<file path="src/rtl/bus_arbiter_rr.sv">
// Round-robin arbiter: N cache-side request ports onto one memory bus request channel.
// Optional macro ARB_GRANT_STATS_EN adds per-requester grant counters (stat_sel/stat_count).
module bus_arbiter_rr #(
  parameter int NUM_REQ        = 2,
  parameter int BUS_DATA_WIDTH = 64,
  parameter int BUS_TAG_WIDTH  = 13,
  localparam int ID_W          = (NUM_REQ > 1) ? $clog2(NUM_REQ) : 1
) (
  input  logic                              clk,
  input  logic                              reset,
  input  logic [NUM_REQ-1:0]                req_reqcyc,
  input  logic [NUM_REQ*BUS_DATA_WIDTH-1:0] req_req,
  input  logic [NUM_REQ*BUS_TAG_WIDTH-1:0]  req_reqtag,
  output logic [NUM_REQ-1:0]                req_reqack,
  input  logic [NUM_REQ-1:0]                req_respack,
  output logic                              bus_reqcyc,
  output logic [BUS_DATA_WIDTH-1:0]         bus_req,
  output logic [BUS_TAG_WIDTH-1:0]          bus_reqtag,
  input  logic                              bus_reqack,
  output logic                              bus_respack,
  output logic                              grant_valid,
  output logic [ID_W-1:0]                   grant_id
`ifdef ARB_GRANT_STATS_EN
  ,
  input  logic [ID_W-1:0]                   stat_sel,
  output logic [31:0]                       stat_count
`endif
);

  typedef enum logic {IDLE, BUSY} state_t;

  state_t          r_state, w_state_nxt;
  logic [ID_W-1:0] r_owner, r_last;
  logic [ID_W-1:0] w_owner_nxt, w_last_nxt;
  logic            w_owner_active;
  logic            w_arb_found;
  logic [ID_W-1:0] w_arb_id;
  logic            w_sel_valid;
  logic [ID_W-1:0] w_sel_id;
  logic            w_new_grant;

  // In BUSY r_last always equals r_owner, so one scan serves both IDLE and re-arbitration.
  always_comb begin
    int              idx;
    logic [ID_W-1:0] w_idx;
    w_arb_found = 1'b0;
    w_arb_id    = '0;
    for (int k = 1; k <= NUM_REQ; k++) begin
      idx = int'(r_last) + k;
      if (idx >= NUM_REQ) idx = idx - NUM_REQ;
      w_idx = ID_W'(idx);
      if (!w_arb_found && req_reqcyc[w_idx]) begin
        w_arb_found = 1'b1;
        w_arb_id    = w_idx;
      end
    end
  end

  assign w_owner_active = (r_state == BUSY) && req_reqcyc[r_owner];
  assign w_new_grant    = !w_owner_active && w_arb_found;
  assign w_sel_valid    = w_owner_active || w_arb_found;
  assign w_sel_id       = w_owner_active ? r_owner : w_arb_id;

  always_comb begin
    // NOTE: every combinational output gets a default first so no path can infer a latch.
    w_state_nxt = IDLE;
    w_owner_nxt = r_owner;
    w_last_nxt  = r_last;
    unique case (r_state)
      IDLE: begin
        if (w_arb_found) begin
          w_state_nxt = BUSY;
          w_owner_nxt = w_arb_id;
          w_last_nxt  = w_arb_id;
        end
      end
      BUSY: begin
        if (w_owner_active) begin
          w_state_nxt = BUSY;
        end else if (w_arb_found) begin
          w_state_nxt = BUSY;
          w_owner_nxt = w_arb_id;
          w_last_nxt  = w_arb_id;
        end
      end
      default: w_state_nxt = IDLE;
    endcase
  end

  always_ff @(posedge clk) begin
    // NOTE: state registers use non-blocking assignments so all flops update from pre-edge values.
    if (reset) begin
      r_state <= IDLE;
      r_owner <= '0;
      r_last  <= ID_W'(NUM_REQ - 1);
    end else begin
      r_state <= w_state_nxt;
      r_owner <= w_owner_nxt;
      r_last  <= w_last_nxt;
    end
  end

  // Outputs are forced low while reset is held, abandoning any in-flight beat.
  always_comb begin
    bus_reqcyc  = 1'b0;
    bus_req     = '0;
    bus_reqtag  = '0;
    req_reqack  = '0;
    grant_valid = 1'b0;
    grant_id    = '0;
    bus_respack = 1'b0;
    if (!reset) begin
      bus_respack = |req_respack;
      if (w_sel_valid) begin
        bus_reqcyc           = 1'b1;
        bus_req              = req_req[w_sel_id*BUS_DATA_WIDTH +: BUS_DATA_WIDTH];
        bus_reqtag           = req_reqtag[w_sel_id*BUS_TAG_WIDTH +: BUS_TAG_WIDTH];
        req_reqack[w_sel_id] = bus_reqack;
        grant_valid          = 1'b1;
        grant_id             = w_sel_id;
      end
    end
  end

`ifdef ARB_GRANT_STATS_EN
  logic [31:0] r_stat_cnt [NUM_REQ];

  always_ff @(posedge clk) begin
    // NOTE: this array is a handful of counters that must read zero after reset, so it is reset explicitly; RAM-like storage normally is not.
    if (reset) begin
      for (int i = 0; i < NUM_REQ; i++) r_stat_cnt[i] <= '0;
    end else if (w_new_grant) begin
      r_stat_cnt[w_arb_id] <= r_stat_cnt[w_arb_id] + 32'd1;
    end
  end

  always_comb begin
    stat_count = '0;
    if (int'(stat_sel) < NUM_REQ) stat_count = r_stat_cnt[stat_sel];
  end
`endif

endmodule

</file>
<file path="config.mk">
export PLATFORM = sky130hd
export DESIGN_NAME = bus_arbiter_rr
export DESIGN_NICKNAME = d
export VERILOG_FILES = /design/src/rtl/bus_arbiter_rr.sv
export SDC_FILE = /design/constraint.sdc
export NUM_CORES = 1
export LEC_CHECK = 0
export BUFFER_PORTS_ARGS = -buffer_cell sky130_fd_sc_hd__buf_2
export CAP_MARGIN = 10
export CORE_AREA = 2 2 95 97
export CTS_CLUSTER_DIAMETER = 50
export DETAILED_ROUTE_END_ITERATION = 16
export DIE_AREA = 0 0 97 99
export PLACE_DENSITY = 0.67
export SLEW_MARGIN = 20
export SYNTH_ARGS = -nofsm -noshare
export SYNTH_HDL_FRONTEND = slang
export SYNTH_SLANG_ARGS = --single-unit
</file>
<file path="constraint.sdc">
create_clock -name clk -period 1.62 [get_ports clk]
set_clock_uncertainty 0.15 [all_clocks]
set_input_delay 0.243 -clock clk [delete_from_list [all_inputs] [get_ports clk]]
set_output_delay 0.243 -clock clk [all_outputs]
set_load 0.02 [all_outputs]
</file>
After elaboration in Yosys (flattened, before gate mapping)
Cells that the tools add are included.
{"block": "op_classes", "reduce_logical": 6, "mux": 35, "n_mul": 1, "magnitude_cmp": 7, "bitwise": 2, "n_shift": 2, "addsub": 4, "n_eq_ne": 1}
{"operator": "$mux W64", "count": 2}
{"operator": "$shiftx A128 B8 Y64", "count": 1}
{"operator": "$mux W13", "count": 2}
{"operator": "$shiftx A26 B6 Y13", "count": 1}
{"operator": "$mux W1", "count": 25}
{"operator": "$lt A1 B2 Y1 const B", "count": 4}
{"operator": "$pmux W1 S2", "count": 3}
{"operator": "$mul A1 B4 Y5 const B", "count": 1}
{"operator": "$mux W2", "count": 2}
{"operator": "$add A1 B2 Y3 const B", "count": 1}
{"operator": "$ge A3 B2 Y1 const B", "count": 1}
{"operator": "$logic_and A1 B1 Y1", "count": 3}
{"operator": "$add A1 B1 Y2 const B", "count": 1}
{"operator": "$and A2 B2 Y2", "count": 1}
{"operator": "$ge A2 B2 Y1 const B", "count": 1}
{"operator": "$ne A2 B2 Y1 const B", "count": 1}
{"operator": "$reduce_or A2 Y1", "count": 1}
{"operator": "$sub A1 B1 Y1 const B", "count": 2}
{"operator": "$demux W1 S1", "count": 1}
{"operator": "$ge A1 B1 Y1 const B", "count": 1}
{"operator": "$logic_not A1 Y1", "count": 1}
{"operator": "$logic_or A1 B1 Y1", "count": 1}
{"operator": "$not A1 Y1", "count": 1}
{"block": "word_totals", "in_bits": 161, "out_inout_bits": 83, "regBits": 3}

Logic depth before layout (Yosys ltp)
Gate-level depths: netlist (run 1).
{"block": "depth", "depth_word": 17, "ltp_mapped": 6, "depth_no_buf": 3}

Worst setup path after synthesis (run 1)
No wires, ideal clock.
{"block": "synth_path", "path_kind": "reg2out", "from": "reg r_state", "to": "out req_reqack[1]", "path_slack_ns": -0.194, "arrival_time_ns": 1.421, "required_time_ns": 1.227, "stages_incl_launch_ff": 6, "cell_sequence": "dfxtp_1 -> and2_1 -> buf_2 -> buf_6 -> o31ai_2 -> nor3b_1"}
{"block": "synth_between", "elab_chain_len": 9}
{"element": "start, declared", "line": "32", "rtl": "state_t r_state, w_state_nxt;"}
{"element": "start signal, assigned", "line": "97", "rtl": "r_state <= w_state_nxt;"}
{"element": "$logic_and A1 B1 Y1 (*)", "line": "59", "rtl": "assign w_owner_active = (r_state == BUSY) && req_reqcyc[r_owner];"}
{"element": "$mux W1", "line": "62", "rtl": "assign w_sel_id = w_owner_active ? r_owner : w_arb_id;"}
{"element": "$lt A1 B2 Y1 (not written as such) or $ge A1 B1 Y1 (tied branches)", "line": "118", "rtl": "req_reqack[w_sel_id] = bus_reqack;"}
{"element": "$logic_and A1 B1 Y1 (not written as such)", "line": "118"}
{"element": "$mux W1 (not written as such)", "line": "118"}
{"element": "$demux W1 S1", "line": "118"}
{"element": "$and A2 B2 Y2 (no source line)"}
{"element": "$mux W2 (*)", "line": "114", "rtl": "if (w_sel_valid) begin"}
{"element": "$mux W2 (*)", "line": "112", "rtl": "if (!reset) begin"}
{"element": "end, declared", "line": "14", "rtl": "output logic [NUM_REQ-1:0] req_reqack,"}
Mark *: on every way between the ends. The rest lies on a longest branch, timed or not.

Final worst setup path (run 1)
{"block": "layout_path", "from": "reg r_owner", "to": "out bus_req[58]"}
{"block": "layout_between", "elab_chain_len": 7}
{"element": "start, declared", "line": "33", "rtl": "logic [ID_W-1:0] r_owner, r_last;"}
{"element": "start signal, assigned", "line": "98", "rtl": "r_owner <= w_owner_nxt;"}
{"element": "$mux W1 (not written as such) (2 in series)", "line": "59"}
{"element": "$logic_and A1 B1 Y1", "line": "59"}
{"element": "$mux W1", "line": "62"}
{"element": "$shiftx A128 B8 Y64", "line": "116", "rtl": "bus_req = req_req[w_sel_id*BUS_DATA_WIDTH +: BUS_DATA_WIDTH];"}
{"element": "$mux W64 (*)", "line": "114"}
{"element": "$mux W64 (*)", "line": "112"}
{"element": "end, declared", "line": "17", "rtl": "output logic [BUS_DATA_WIDTH-1:0] bus_req,"}
Mark *: on every way between the ends. The rest lies on a longest branch, timed or not. The select of a mux whose other input is x is not followed.

==> run_summary.xml, run 1 <==
<?xml version="1.0" encoding="UTF-8"?>
<metrics>
  <group name="clocking">
    <metric name="clock_tree.root_cell" unit="">clkbuf_8</metric>
    <metric name="clk_path_buf_depth" unit="">2</metric>
    <metric name="cts.htree.levels" unit="">1</metric>
    <metric name="clk_transition_reported_paths" unit="ps">30</metric>
    <metric name="clock_insertion_delay_worst_skew" unit="ps">220</metric>
    <metric name="numCtsBuffers" unit="">3</metric>
    <metric name="tritoncts_clock_tree" unit="">built</metric>
    <metric name="cts_sinks" unit="">3</metric>
  </group>
  <group name="floorplanning">
    <metric name="ioPinCount" unit="">244</metric>
    <metric name="die_area" unit="mm²">0.00960</metric>
    <metric name="die-height" unit="µm">99</metric>
    <metric name="floorplan.initialDensity" unit="%">26.9</metric>
    <metric name="core_area" unit="mm²">0.00855</metric>
    <metric name="placementRows" unit="">34</metric>
    <metric name="chipWidth" unit="µm">97</metric>
  </group>
  <group name="pwr">
    <metric name="p_int" unit="µW">1140</metric>
    <metric name="comb_power_share" unit="%">86.6</metric>
    <metric name="total_switching_power" unit="µW">1150</metric>
    <metric name="power.static_leakage" unit="µW">0.00213</metric>
    <metric name="power.clock.fraction" unit="%">9.6</metric>
    <metric name="sequentialPowerShare" unit="%">3.8</metric>
    <metric name="power_density" unit="mW/mm²">384</metric>
    <metric name="vdd_drop_max" unit="V">0.000202</metric>
    <metric name="total_power" unit="µW">2290</metric>
    <metric name="power.share.switching" unit="%">50.4</metric>
  </group>
  <group name="setup_path">
    <metric name="crit_chain" unit="">buf_4 -&gt; and2_4 -&gt; buf_12 -&gt; o311ai_1 -&gt; a21oi_2 -&gt; buf_2</metric>
    <metric name="setup.worst_path.end_class" unit="">output port</metric>
    <metric name="crit_arrival" unit="ps">1690</metric>
    <metric name="reg_to_reg_start" unit="">r_state</metric>
    <metric name="worst_r2r_path_depth" unit="">6</metric>
    <metric name="worst-r2r-setup-slack" unit="ps">100</metric>
    <metric name="worstSetupPathType" unit="">flop to output port</metric>
    <metric name="worst_path_largest_cell_delay" unit="ps">340</metric>
    <metric name="critical_path.startpoint_type" unit="">flop</metric>
    <metric name="timing.critical_path.from" unit="">r_owner</metric>
    <metric name="regToRegEndpoint" unit="">r_owner</metric>
    <metric name="worst_endpoint_required_time" unit="ps">1230</metric>
    <metric name="slowest_cp_cell" unit="">o311ai_1</metric>
    <metric name="crit_fanout" unit="">28</metric>
  </group>
  <group name="min_path">
    <metric name="worst_hold_path.endpoint" unit="">r_state</metric>
    <metric name="worstHoldStart" unit="">reset</metric>
    <metric name="worst_hold_path_type" unit="">input port to flop</metric>
    <metric name="min_delay_path_depth" unit="">2</metric>
  </group>
  <group name="logic_synthesis">
    <metric name="post_synth_main_area_contributors" unit="">o311ai_1 35%, o311ai_0 23%, a21oi_1 17%, clkbuf_1 8.3%, buf_2 3.7%</metric>
    <metric name="avgSynthCellArea" unit="µm²">6.84</metric>
    <metric name="yosysUniqueCellTypes" unit="">26</metric>
    <metric name="synth.most_common_cell" unit="">o311ai_1</metric>
    <metric name="synthArstFlopShare" unit="%">0</metric>
    <metric name="synth_top_area_cell" unit="">o311ai_1</metric>
    <metric name="synth_edf_count" unit="">0</metric>
    <metric name="yosys-top-cells-count" unit="">93 x o311ai_1, 78 x a21oi_1, 61 x o311ai_0, 51 x clkbuf_1, 17 x buf_2</metric>
    <metric name="synth.ff_latch_count" unit="">3</metric>
    <metric name="synth_warnings" unit="">0</metric>
    <metric name="synth_ff_type" unit="">dfxtp_1</metric>
    <metric name="mappedNetlistNets" unit="">497</metric>
    <metric name="post_synth_instance_area" unit="mm²">0.00230</metric>
    <metric name="synth_seq_area_share" unit="%">2.61</metric>
    <metric name="synth_cells" unit="">336</metric>
    <metric name="yosysTopAreaCellShare" unit="%">35.5</metric>
  </group>
  <group name="detailed_routing">
    <metric name="average_wire_per_standard_cell" unit="µm">21.2</metric>
    <metric name="drt_drc_violations_left" unit="">0</metric>
    <metric name="detail_route.wirelength" unit="mm">14.7</metric>
    <metric name="sum_of_met3_wire_segment_lengths_after_detailed_routing" unit="µm">890</metric>
    <metric name="top_layer" unit="">met4</metric>
    <metric name="detail_route.iter0.violations" unit="">292</metric>
    <metric name="dr.pass1.iters" unit="">4</metric>
    <metric name="detail_route.wirelength.met1" unit="mm">5.94</metric>
    <metric name="via_per_inst" unit="">6.28</metric>
    <metric name="ant_nets" unit="">0</metric>
    <metric name="met2RoutedLength" unit="mm">7.64</metric>
    <metric name="vias" unit="">4353</metric>
  </group>
  <group name="timing">
    <metric name="max_freq" unit="GHz">0.479</metric>
    <metric name="setup_viol_count_final" unit="">80</metric>
    <metric name="final.period_utilization" unit="%">129</metric>
    <metric name="slew_headroom" unit="%">69.9</metric>
    <metric name="final-hold-violation-count" unit="">0</metric>
    <metric name="timing_max_transition_violations_final" unit="">0</metric>
    <metric name="grt_setup_unrepaired" unit="">yes</metric>
    <metric name="timing.final.crit_period" unit="ps">2090</metric>
    <metric name="slew_of_the_pin_with_the_lowest_slew_margin" unit="ps">452</metric>
    <metric name="timing.final.ws_setup" unit="ps">-466</metric>
    <metric name="fin_worst_hold_slack" unit="ps">220</metric>
  </group>
  <group name="grt">
    <metric name="antenna_found_initial" unit="">0</metric>
    <metric name="global_route.overflow_total" unit="">0</metric>
    <metric name="grt_max_degree" unit="">41</metric>
    <metric name="number_of_global_route_vias_before_repair" unit="">4275</metric>
    <metric name="globalRouteTotalUtil" unit="%">26.9</metric>
    <metric name="grt_first_pass_wirelength" unit="mm">21.9</metric>
  </group>
  <group name="final_layout">
    <metric name="area_growth_syn_to_layout" unit="%">159</metric>
    <metric name="nNetsFinal" unit="">747</metric>
    <metric name="drive_above_1_share" unit="%">85.6</metric>
    <metric name="antenna_cells" unit="">0</metric>
    <metric name="fillers" unit="">648</metric>
    <metric name="layout.core_utilization" unit="%">69.7</metric>
    <metric name="sequential_cell_area" unit="µm²">68.8</metric>
    <metric name="multi_input_area" unit="mm²">0.00329</metric>
    <metric name="fin_area" unit="mm²">0.00596</metric>
  </group>
  <group name="placement">
    <metric name="routabilityCongestion" unit="">0.826</metric>
    <metric name="placement.io_buffers" unit="">243</metric>
    <metric name="dpl_cell_area" unit="mm²">0.00508</metric>
    <metric name="place_hpwl" unit="mm">9.76</metric>
  </group>
  <group name="run_status">
    <metric name="outcome" unit="">finished with violations</metric>
    <metric name="violated_checks" unit="">setup timing</metric>
  </group>
  <group name="job">
    <metric name="max_cap_viol_count" unit="">0</metric>
  </group>
</metrics>
flip-flops by register name, indices dropped and copies added, names as in the netlist:
signal,cells
r_owner,1
r_state,1
r_last,1
worst max-delay path: cells and delay by family (launching register included):
kind / cells / cell delay [ps]
AND/OR/NAND/NOR: 1 / 220
flip-flops: 1 / 310
AO/OA/AOI/OAI: 2 / 450
buffers and inverters: 3 / 490
through the flow:
stage | setup slack, ps | std cells | TNS (ps)
3_3_place_gp | -200 | 683 | -11820
2_1_floorplan | -9.36 | 336 | -222
3_5_place_dp | -228 | 683 | -13330
4_1_cts | -401 | 688 | -29660
6_report | -466 | 693 | -29260
5_1_grt | -523 | 693 | -34150
what timing repair did:
action,CTS,global route
setup buffers,1,1
gates resized for setup,105,63
pin swaps,10,1
hold endpoints to repair,0,0
gates cloned,0,4
hold buffers,0,0
endpoints found under the setup margin,82,82
per-layer routing:
layer	global-route usage, %	vias up
met4	6.39	0
met2	48.6	200
met5	0	-
li1	-	2003
met1	33.2	2134
met3	4.68	16
area by class of cell:
class	count	share of cell area [%]
flip-flops and latches	3	1.16
clock buffers	4	0.756
well taps	108	2.27
repair buffers	322	40.4
multi-input cells	254	55.3
inverters	2	0.168
power groups by stage:
stage          Combinational (µW)  Clock (µW)  Sequential [µW]
2_1_floorplan                1000           0             89.2
3_3_place_gp                 1640           0             87.4
3_5_place_dp                 1660           0             88.0
4_1_cts                      1820         222             87.4
5_1_grt                      2090         230             88.2
6_report                     1980         219             87.1
worst max-delay path by stage:
stage,cells after the start,slack [ps],endpoint
after CTS,6,-400,bus_req[62]
after floorplan,5,-9,bus_req[34]
after global routing,6,-520,bus_req[58]
final,6,-470,bus_req[58]
after global placement,5,-200,bus_reqtag[7]
after detailed placement,5,-230,bus_reqtag[7]
placed cells by master, fill, tap and decap left out, types with 2 or more instances in the layout:
cell	n
clkinv_2	2
o311ai_4	35
a21oi_2	59
nor2b_1	2
a21oi_1	8
buf_4	70
buf_2	199
buf_6	24
clkbuf_16	3
buf_12	22
a21oi_4	11
o311ai_0	3
clkbuf_8	3
nand2_1	2
o311ai_1	59
o311ai_2	57
nor2_2	2
buf_16	3
nor2_1	3
dfxtp_4	2
kinds of logic (layout without fill, tap and decap cells):
kind of cell    count (synthesis)  count (layout)  share of synthesized area, %
compound gates                237             237                          77.4
buf+inv                        79             328                          15.6
simple gates                   17              17                          4.36
flops                           3               3                          2.61
(Power assumes the default switching activity.)
==> run 2, diff against run 1 <==
--- a/config.mk
+++ b/config.mk
@@ -7,9 +7,10 @@
 export LEC_CHECK = 0
+export ABC_AREA = 1
 export BUFFER_PORTS_ARGS = -buffer_cell sky130_fd_sc_hd__buf_2
 export CAP_MARGIN = 10
-export CORE_AREA = 2 2 95 97
+export CORE_AREA = 2 2 96 98
 export CTS_CLUSTER_DIAMETER = 50
 export DETAILED_ROUTE_END_ITERATION = 16
-export DIE_AREA = 0 0 97 99
-export PLACE_DENSITY = 0.67
+export DIE_AREA = 0 0 98 100
+export HOLD_SLACK_MARGIN = 0.06
 export SLEW_MARGIN = 20
==> constraint.sdc (replaced) <==
create_clock -name clk -period 1.62 [get_ports clk]
set_clock_uncertainty 0.15 [all_clocks]
set_input_delay 0.324 -clock clk [delete_from_list [all_inputs] [get_ports clk]]
set_output_delay 0.324 -clock clk [all_outputs]
set_load 0.02 [all_outputs]
==> run 2 against run 1 <==
Effect of this change:
- the run still ends with setup timing left
- setup slack better by 41 ps
- die area up 2.1%
- clock-buffer cell count stayed put
- sequential share of layout area is 0.14 points higher
- register-to-register slack improved by 90 ps
- fmax up 2.0%
- combinational power shrank 4%
- critical path depth increased by 4
- sequential power is 4.0% higher
- flip-flop and latch count did not move
- non-clock buffer count shrank 38
- hold slack gained 46 ps
==> run_summary.xml, run 2 <==
<?xml version="1.0" encoding="UTF-8"?>
<metrics>
  <group name="setup_path">
    <metric name="worst_r2r_path_depth" unit="">8</metric>
    <metric name="worst-r2r-setup-slack" unit="ps">190</metric>
    <metric name="critical_path.startpoint_type" unit="">flop</metric>
    <metric name="crit_arrival" unit="ps">1570</metric>
    <metric name="crit_fanout" unit="">5</metric>
    <metric name="worstSetupPathType" unit="">flop to output port</metric>
    <metric name="worst_endpoint_required_time" unit="ps">1150</metric>
    <metric name="setup.worst_path.end_class" unit="">output port</metric>
  </group>
  <group name="timing">
    <metric name="timing.final.ws_setup" unit="ps">-425</metric>
    <metric name="slew_headroom" unit="%">87.0</metric>
    <metric name="fin_worst_hold_slack" unit="ps">266</metric>
    <metric name="final.period_utilization" unit="%">126</metric>
    <metric name="grt_setup_unrepaired" unit="">yes</metric>
    <metric name="timing_max_transition_violations_final" unit="">0</metric>
    <metric name="final-hold-violation-count" unit="">0</metric>
    <metric name="setup_viol_count_final" unit="">82</metric>
    <metric name="slew_of_the_pin_with_the_lowest_slew_margin" unit="ps">193</metric>
    <metric name="max_freq" unit="GHz">0.489</metric>
    <metric name="timing.final.crit_period" unit="ps">2050</metric>
  </group>
  <group name="grt">
    <metric name="antenna_found_initial" unit="">0</metric>
    <metric name="grt_first_pass_wirelength" unit="mm">14.6</metric>
    <metric name="number_of_global_route_vias_before_repair" unit="">3324</metric>
    <metric name="globalRouteTotalUtil" unit="%">17.7</metric>
    <metric name="global_route.overflow_total" unit="">0</metric>
    <metric name="grt_max_degree" unit="">46</metric>
  </group>
  <group name="logic_synthesis">
    <metric name="synth_seq_area_share" unit="%">3.15</metric>
    <metric name="synth_cells" unit="">451</metric>
    <metric name="post_synth_instance_area" unit="mm²">0.00191</metric>
    <metric name="post_synth_main_area_contributors" unit="">nor2_1 32%, nand3_1 21%, nand2_1 17%, inv_1 16%, buf_2 4.5%</metric>
    <metric name="yosysUniqueCellTypes" unit="">16</metric>
    <metric name="synthArstFlopShare" unit="%">0</metric>
    <metric name="yosysTopAreaCellShare" unit="%">31.5</metric>
    <metric name="synth_ff_type" unit="">dfxtp_1</metric>
    <metric name="yosys-top-cells-count" unit="">160 x nor2_1, 87 x nand2_1, 81 x inv_1, 80 x nand3_1, 17 x buf_2</metric>
    <metric name="synth_edf_count" unit="">0</metric>
    <metric name="synth.most_common_cell" unit="">nor2_1</metric>
    <metric name="synth_top_area_cell" unit="">nor2_1</metric>
    <metric name="synth_warnings" unit="">0</metric>
    <metric name="avgSynthCellArea" unit="µm²">4.23</metric>
    <metric name="mappedNetlistNets" unit="">612</metric>
    <metric name="synth.ff_latch_count" unit="">3</metric>
  </group>
  <group name="floorplanning">
    <metric name="ioPinCount" unit="">244</metric>
    <metric name="die_area" unit="mm²">0.00980</metric>
    <metric name="core_area" unit="mm²">0.00889</metric>
    <metric name="die-height" unit="µm">100</metric>
    <metric name="placementRows" unit="">35</metric>
    <metric name="chipWidth" unit="µm">98</metric>
    <metric name="floorplan.initialDensity" unit="%">21.4</metric>
  </group>
  <group name="final_layout">
    <metric name="fillers" unit="">813</metric>
    <metric name="area_growth_syn_to_layout" unit="%">159</metric>
    <metric name="nNetsFinal" unit="">868</metric>
    <metric name="fin_cells" unit="">817</metric>
    <metric name="layout.core_utilization" unit="%">55.6</metric>
    <metric name="top_library_cells_by_usage_in_the_layout_fill_and_taps_aside" unit="">176 x buf_2, 80 x inv_1, 73 x nor2_2</metric>
    <metric name="fin_area" unit="mm²">0.00494</metric>
    <metric name="layout_top_registers" unit="">r_last x1, r_owner x1, r_state x1</metric>
    <metric name="drive_above_1_share" unit="%">64.9</metric>
    <metric name="antenna_cells" unit="">0</metric>
    <metric name="final_common_cell" unit="">buf_2</metric>
  </group>
  <group name="pwr">
    <metric name="comb_power_share" unit="%">85.8</metric>
    <metric name="power.clock.fraction" unit="%">10.1</metric>
    <metric name="sequentialPowerShare" unit="%">4.1</metric>
    <metric name="power.static_leakage" unit="µW">0.00275</metric>
    <metric name="p_int" unit="µW">1140</metric>
    <metric name="total_switching_power" unit="µW">1090</metric>
    <metric name="vdd_drop_max" unit="V">0.000352</metric>
    <metric name="power_density" unit="mW/mm²">451</metric>
    <metric name="power.share.switching" unit="%">48.7</metric>
  </group>
  <group name="clocking">
    <metric name="cts.htree.levels" unit="">1</metric>
    <metric name="tritoncts_clock_tree" unit="">built</metric>
    <metric name="clock_tree.root_cell" unit="">clkbuf_8</metric>
    <metric name="numCtsBuffers" unit="">3</metric>
    <metric name="clock_insertion_delay_worst_skew" unit="ps">220</metric>
    <metric name="cts_sinks" unit="">3</metric>
    <metric name="clk_transition_reported_paths" unit="ps">30</metric>
    <metric name="clk_path_buf_depth" unit="">2</metric>
  </group>
  <group name="placement">
    <metric name="number_of_cells_in_the_design_after_placement" unit="">787</metric>
    <metric name="placement.io_buffers" unit="">243</metric>
    <metric name="pre_cts_ws" unit="ps">-326</metric>
    <metric name="routabilityCongestion" unit="">0.808</metric>
    <metric name="place_hpwl" unit="mm">6.47</metric>
    <metric name="dpl_cell_area" unit="mm²">0.00366</metric>
  </group>
  <group name="run_status">
    <metric name="violated_checks" unit="">setup timing</metric>
    <metric name="outcome" unit="">finished with violations</metric>
  </group>
  <group name="detailed_routing">
    <metric name="average_wire_per_standard_cell" unit="µm">12.9</metric>
    <metric name="detail_route.iter0.violations" unit="">99</metric>
    <metric name="via_per_inst" unit="">4.49</metric>
    <metric name="drt_drc_violations_left" unit="">0</metric>
    <metric name="ant_nets" unit="">0</metric>
    <metric name="vias" unit="">3665</metric>
    <metric name="dr.pass1.iters" unit="">4</metric>
    <metric name="detail_route.wirelength" unit="mm">10.5</metric>
  </group>
  <group name="min_path">
    <metric name="worst_hold_path_type" unit="">input port to flop</metric>
    <metric name="min_delay_path_depth" unit="">3</metric>
  </group>
  <group name="job">
    <metric name="max_cap_viol_count" unit="">0</metric>
  </group>
</metrics>
==> run 2: cell types whose count changed in the layout (fill, tap and decap cells not counted), sizes merged, moves of 2 or more <==
cell,previous run,this run
o311ai,154,0
clkinv,2,0
nor2b,3,0
inv,0,83
nand2,2,87
buf,319,281
nor2,6,161
a21oi,78,2
nand3,0,80
==> run 2: worst paths after layout <==
| check | startpoint | end |
|---|---|---|
| worst min-delay path | reset | r_state |
| worst max-delay path | r_owner | bus_req[57] |
| worst max register to register | r_owner | r_owner |
| worst min register to register | r_last | r_last |
==> run 2: layout make-up <==
class,instances,area (µm²),area share (%)
repair buffers,284,2240,45.4
multi-input cells,332,2140,43.3
inverters,83,312,6.31
well taps,111,139,2.81
flip-flops and latches,3,63.8,1.29
clock buffers,4,45.0,0.912
==> run 2: worst max-delay path, stage by stage, from the launching register on <==
cell,delay [ps]
dfxtp_2,350
inv_2,50
nand2_2,80
nand3_4,100
nand2_4,100
nand2_8,90
buf_12,140
clkbuf_16,160
nor2_4,100
nor2_4,40
buf_6,120
==> run 2: logic make-up (layout without fill, tap and decap cells) <==
family                 Yosys count  count (layout)  synth area share, %
buffers and inverters          116             371                 25.5
and+or+nand+nor                329             329                 70.3
AOI/OAI and AO/OA                3               3                0.984
DFF                              3               3                 3.15
==> run 2: power groups by stage <==
stage	clock network, µW	logic (µW)	registers, µW
after global placement	0	1310	87.2
after global routing	233	2050	91.0
after detailed placement	0	1330	87.9
final	226	1910	90.6
after CTS	229	1670	90.2
after floorplan	0	864	86.3
==> run 2: stage by stage <==
step / power (µW) / TNS [ps]
final: 2230 / -30950
after global routing: 2380 / -36620
after CTS: 1990 / -30300
after detailed placement: 1420 / -21240
after global placement: 1400 / -19790
after floorplan: 950 / -1030
==> run 2: per-layer routing <==
metal | wire [µm] | global-route usage, % | part of all wire (%) | vias up
li1 | - | - | - | 1843
met5 | 0 | 0 | 0 | -
met1 | 3880 | 19.5 | 37 | 1646
met2 | 5800 | 35.5 | 55 | 153
met3 | 631 | 2.51 | 6.0 | 23
met4 | 219 | 3.95 | 2.1 | 0
==> run 2: what timing repair did <==
action,in CTS,in global routing
endpoints found under the hold margin,0,0
hold buffers,0,0
gates cloned,5,3
resized for setup,163,88
setup buffers,4,14
pin swaps,5,8
setup endpoints to repair,82,82
==> run 3, diff against run 2 <==
REMOVE_ABC_BUFFERS = 1   (was default)
==> run 3 against run 2 <==
Effect of this change:
- the run still ends with setup timing left
- clock power shrank 3%
- cell count shrank 0.73%
- routed wire length shrank 1.1%
- via count shrank 3.3%
- fmax grew 0.47%
- power shrank 10%
- design area shrank 14%
- setup slack gained 9.6 ps
- sequential power shrank 2%
- die area is the same
- sequential share of layout area grew 0.22 points
- critical endpoint is now req_reqack[1]
- largest cell class unchanged
- largest power group unchanged
==> run_summary.xml, run 3 (synthesis gave the netlist of run 2 again) <==
<?xml version="1.0" encoding="UTF-8"?>
<metrics>
  <group name="clocking">
    <metric name="clk_transition_reported_paths" unit="ps">30</metric>
    <metric name="cts_hold_buffers" unit="">0</metric>
    <metric name="clk_path_buf_depth" unit="">2</metric>
    <metric name="cts.htree.levels" unit="">1</metric>
    <metric name="numCtsBuffers" unit="">3</metric>
    <metric name="clock_tree.root_cell" unit="">clkbuf_8</metric>
    <metric name="clock_insertion_delay_worst_skew" unit="ps">220</metric>
    <metric name="tritoncts_clock_tree" unit="">built</metric>
    <metric name="cts_sinks" unit="">3</metric>
  </group>
  <group name="floorplanning">
    <metric name="ioPinCount" unit="">244</metric>
    <metric name="core_area" unit="mm²">0.00889</metric>
    <metric name="floorplan.initialDensity" unit="%">21.4</metric>
    <metric name="chipWidth" unit="µm">98</metric>
    <metric name="die-height" unit="µm">100</metric>
    <metric name="placementRows" unit="">35</metric>
    <metric name="die_area" unit="mm²">0.00980</metric>
  </group>
  <group name="timing">
    <metric name="setup_viol_count_final" unit="">82</metric>
    <metric name="final.period_utilization" unit="%">126</metric>
    <metric name="slew_headroom" unit="%">81.1</metric>
    <metric name="timing.final.crit_period" unit="ps">2040</metric>
    <metric name="slew_of_the_pin_with_the_lowest_slew_margin" unit="ps">284</metric>
    <metric name="final-hold-violation-count" unit="">0</metric>
    <metric name="grt_setup_unrepaired" unit="">yes</metric>
    <metric name="timing.final.ws_setup" unit="ps">-416</metric>
    <metric name="max_freq" unit="GHz">0.491</metric>
    <metric name="timing_max_transition_violations_final" unit="">0</metric>
  </group>
  <group name="pwr">
    <metric name="total_switching_power" unit="µW">949</metric>
    <metric name="power.share.switching" unit="%">47.3</metric>
    <metric name="sequentialPowerShare" unit="%">4.4</metric>
    <metric name="power.static_leakage" unit="µW">0.00260</metric>
    <metric name="p_int" unit="µW">1060</metric>
    <metric name="total_power" unit="µW">2010</metric>
    <metric name="power_density" unit="mW/mm²">474</metric>
    <metric name="power.clock.fraction" unit="%">10.9</metric>
    <metric name="vdd_drop_max" unit="V">0.000316</metric>
    <metric name="comb_power_share" unit="%">84.7</metric>
  </group>
  <group name="setup_path">
    <metric name="crit_arrival" unit="ps">1560</metric>
    <metric name="critical_path.top_delay_family" unit="">buffers and inverters</metric>
    <metric name="worst-r2r-setup-slack" unit="ps">70</metric>
    <metric name="worst_r2r_path_depth" unit="">9</metric>
    <metric name="setup.worst_path.end_class" unit="">output port</metric>
    <metric name="worstSetupPathType" unit="">flop to output port</metric>
    <metric name="crit_fanout" unit="">7</metric>
    <metric name="worst_path_largest_cell_delay" unit="ps">310</metric>
    <metric name="critical_path.n_buffers_inverters" unit="">5</metric>
    <metric name="worst_endpoint_required_time" unit="ps">1150</metric>
    <metric name="crit_chain" unit="">a21oi_2 -&gt; inv_1 -&gt; nand2_2 -&gt; nand2_4 -&gt; buf_8 -&gt; clkbuf_16 -&gt; buf_6 -&gt; nor2_4 -&gt; buf_6</metric>
    <metric name="reg_to_reg_start" unit="">r_owner</metric>
    <metric name="critical_path.startpoint_type" unit="">flop</metric>
    <metric name="crit_path_frequent_cell" unit="">buf_6</metric>
    <metric name="slowest_cp_cell" unit="">dfxtp_2</metric>
    <metric name="regToRegEndpoint" unit="">r_owner</metric>
  </group>
  <group name="final_layout">
    <metric name="fin_cells" unit="">811</metric>
    <metric name="final_common_cell" unit="">buf_2</metric>
    <metric name="layout.core_utilization" unit="%">47.6</metric>
    <metric name="antenna_cells" unit="">0</metric>
    <metric name="nNetsFinal" unit="">862</metric>
    <metric name="layout_top_registers" unit="">r_last x1, r_owner x1, r_state x1</metric>
    <metric name="fillers" unit="">971</metric>
    <metric name="top_library_cells_by_usage_in_the_layout_fill_and_taps_aside" unit="">163 x buf_2, 99 x nor2_1, 87 x buf_4</metric>
    <metric name="drive_above_1_share" unit="%">51.1</metric>
    <metric name="area_growth_syn_to_layout" unit="%">122</metric>
    <metric name="fin_area" unit="mm²">0.00423</metric>
  </group>
  <group name="placement">
    <metric name="number_of_cells_in_the_design_after_placement" unit="">792</metric>
    <metric name="place_hpwl" unit="mm">6.71</metric>
    <metric name="placement.io_buffers" unit="">243</metric>
    <metric name="routabilityCongestion" unit="">0.826</metric>
    <metric name="dpl_cell_area" unit="mm²">0.00333</metric>
    <metric name="pre_cts_ws" unit="ps">-377</metric>
  </group>
  <group name="detailed_routing">
    <metric name="average_wire_per_standard_cell" unit="µm">12.8</metric>
    <metric name="vias" unit="">3543</metric>
    <metric name="drt_drc_violations_left" unit="">0</metric>
    <metric name="via_per_inst" unit="">4.37</metric>
    <metric name="dr.pass1.iters" unit="">4</metric>
    <metric name="ant_nets" unit="">0</metric>
    <metric name="detail_route.iter0.violations" unit="">56</metric>
    <metric name="detail_route.wirelength" unit="mm">10.4</metric>
  </group>
  <group name="grt">
    <metric name="grt_max_degree" unit="">35</metric>
    <metric name="number_of_global_route_vias_before_repair" unit="">3150</metric>
    <metric name="antenna_found_initial" unit="">1</metric>
    <metric name="globalRouteTotalUtil" unit="%">17.7</metric>
    <metric name="grt_first_pass_wirelength" unit="mm">14.5</metric>
    <metric name="global_route.overflow_total" unit="">0</metric>
  </group>
  <group name="min_path">
    <metric name="worst_hold_path.endpoint" unit="">r_state</metric>
    <metric name="worstHoldStart" unit="">reset</metric>
    <metric name="min_delay_path_depth" unit="">3</metric>
    <metric name="worst_hold_path_type" unit="">input port to flop</metric>
  </group>
  <group name="run_status">
    <metric name="violated_checks" unit="">setup timing</metric>
    <metric name="outcome" unit="">finished with violations</metric>
  </group>
  <group name="job">
    <metric name="max_cap_viol_count" unit="">0</metric>
  </group>
</metrics>
## run 3: cell types whose count changed in the layout (fill, tap and decap cells not counted), sizes merged
cell / previous run / this run
buf: 281 / 273
clkbuf: 7 / 9
## run 3: area by class of cell
cell class | count | area [µm²] | area share [%]
clock buffer | 4 | 45.0 | 1.06
inverter | 83 | 312 | 7.36
multi-input combinational | 332 | 1660 | 39.2
sequential | 3 | 63.8 | 1.51
tap | 111 | 139 | 3.28
timing repair buffer | 278 | 2020 | 47.6
## run 3: metrics by stage
stage / hold slack [ps] / setup TNS, ps
2_1_floorplan: 246 / -118220
3_3_place_gp: 331 / -23990
3_5_place_dp: 343 / -25210
4_1_cts: 278 / -29700
5_1_grt: 307 / -36330
6_report: 286 / -29290
## run 3: worst reg2reg max path, cell delays in order, from the launching register on
cell and delay, ps:
dfxtp_2 320, nand2_2 70, nand4_1 170, nand2_4 160
buf_8 150, clkbuf_16 170, buf_6 110, nand2_1 40
nand2_1 70, inv_2 30
## run 3: repair_timing
item                                   4_1_cts  5_1_grt
pin swaps                                   15       68
setup buffers                                5        0
setup endpoints to repair                   82       82
endpoints found under the hold margin        0        0
gates cloned                                 5        5
gates resized for setup                    124       69
## run 3: power groups by stage
stage / combinational (µW) / clock [µW] / sequential (µW)
floorplan: 677 / 0 / 86.1
global placement: 1180 / 0 / 87.4
detailed placement: 1190 / 0 / 87.3
CTS: 1500 / 223 / 88.7
global route: 1830 / 232 / 90.4
finish: 1700 / 219 / 88.8
## run 3: worst max path at each step
| stage | endpoint | cells after the start | slack, ps | startpoint |
|---|---|---|---|---|
| 2_1_floorplan | req_reqack[0] | 4 | -1590 | req_reqcyc[1] |
| 3_3_place_gp | bus_reqtag[6] | 10 | -360 | req_reqcyc[0] |
| 3_5_place_dp | bus_reqtag[6] | 10 | -380 | req_reqcyc[0] |
| 4_1_cts | bus_req[18] | 8 | -420 | r_owner |
| 5_1_grt | req_reqack[1] | 10 | -490 | r_owner |
| 6_report | req_reqack[1] | 9 | -420 | r_last |
## run 3: per-layer routing
layer / track usage [%] / share of wire (%)
met1: 20.3 / 38
met2: 34.7 / 53
met3: 3.34 / 8.4
met4: 2.24 / 0.93
met5: 0 / 0
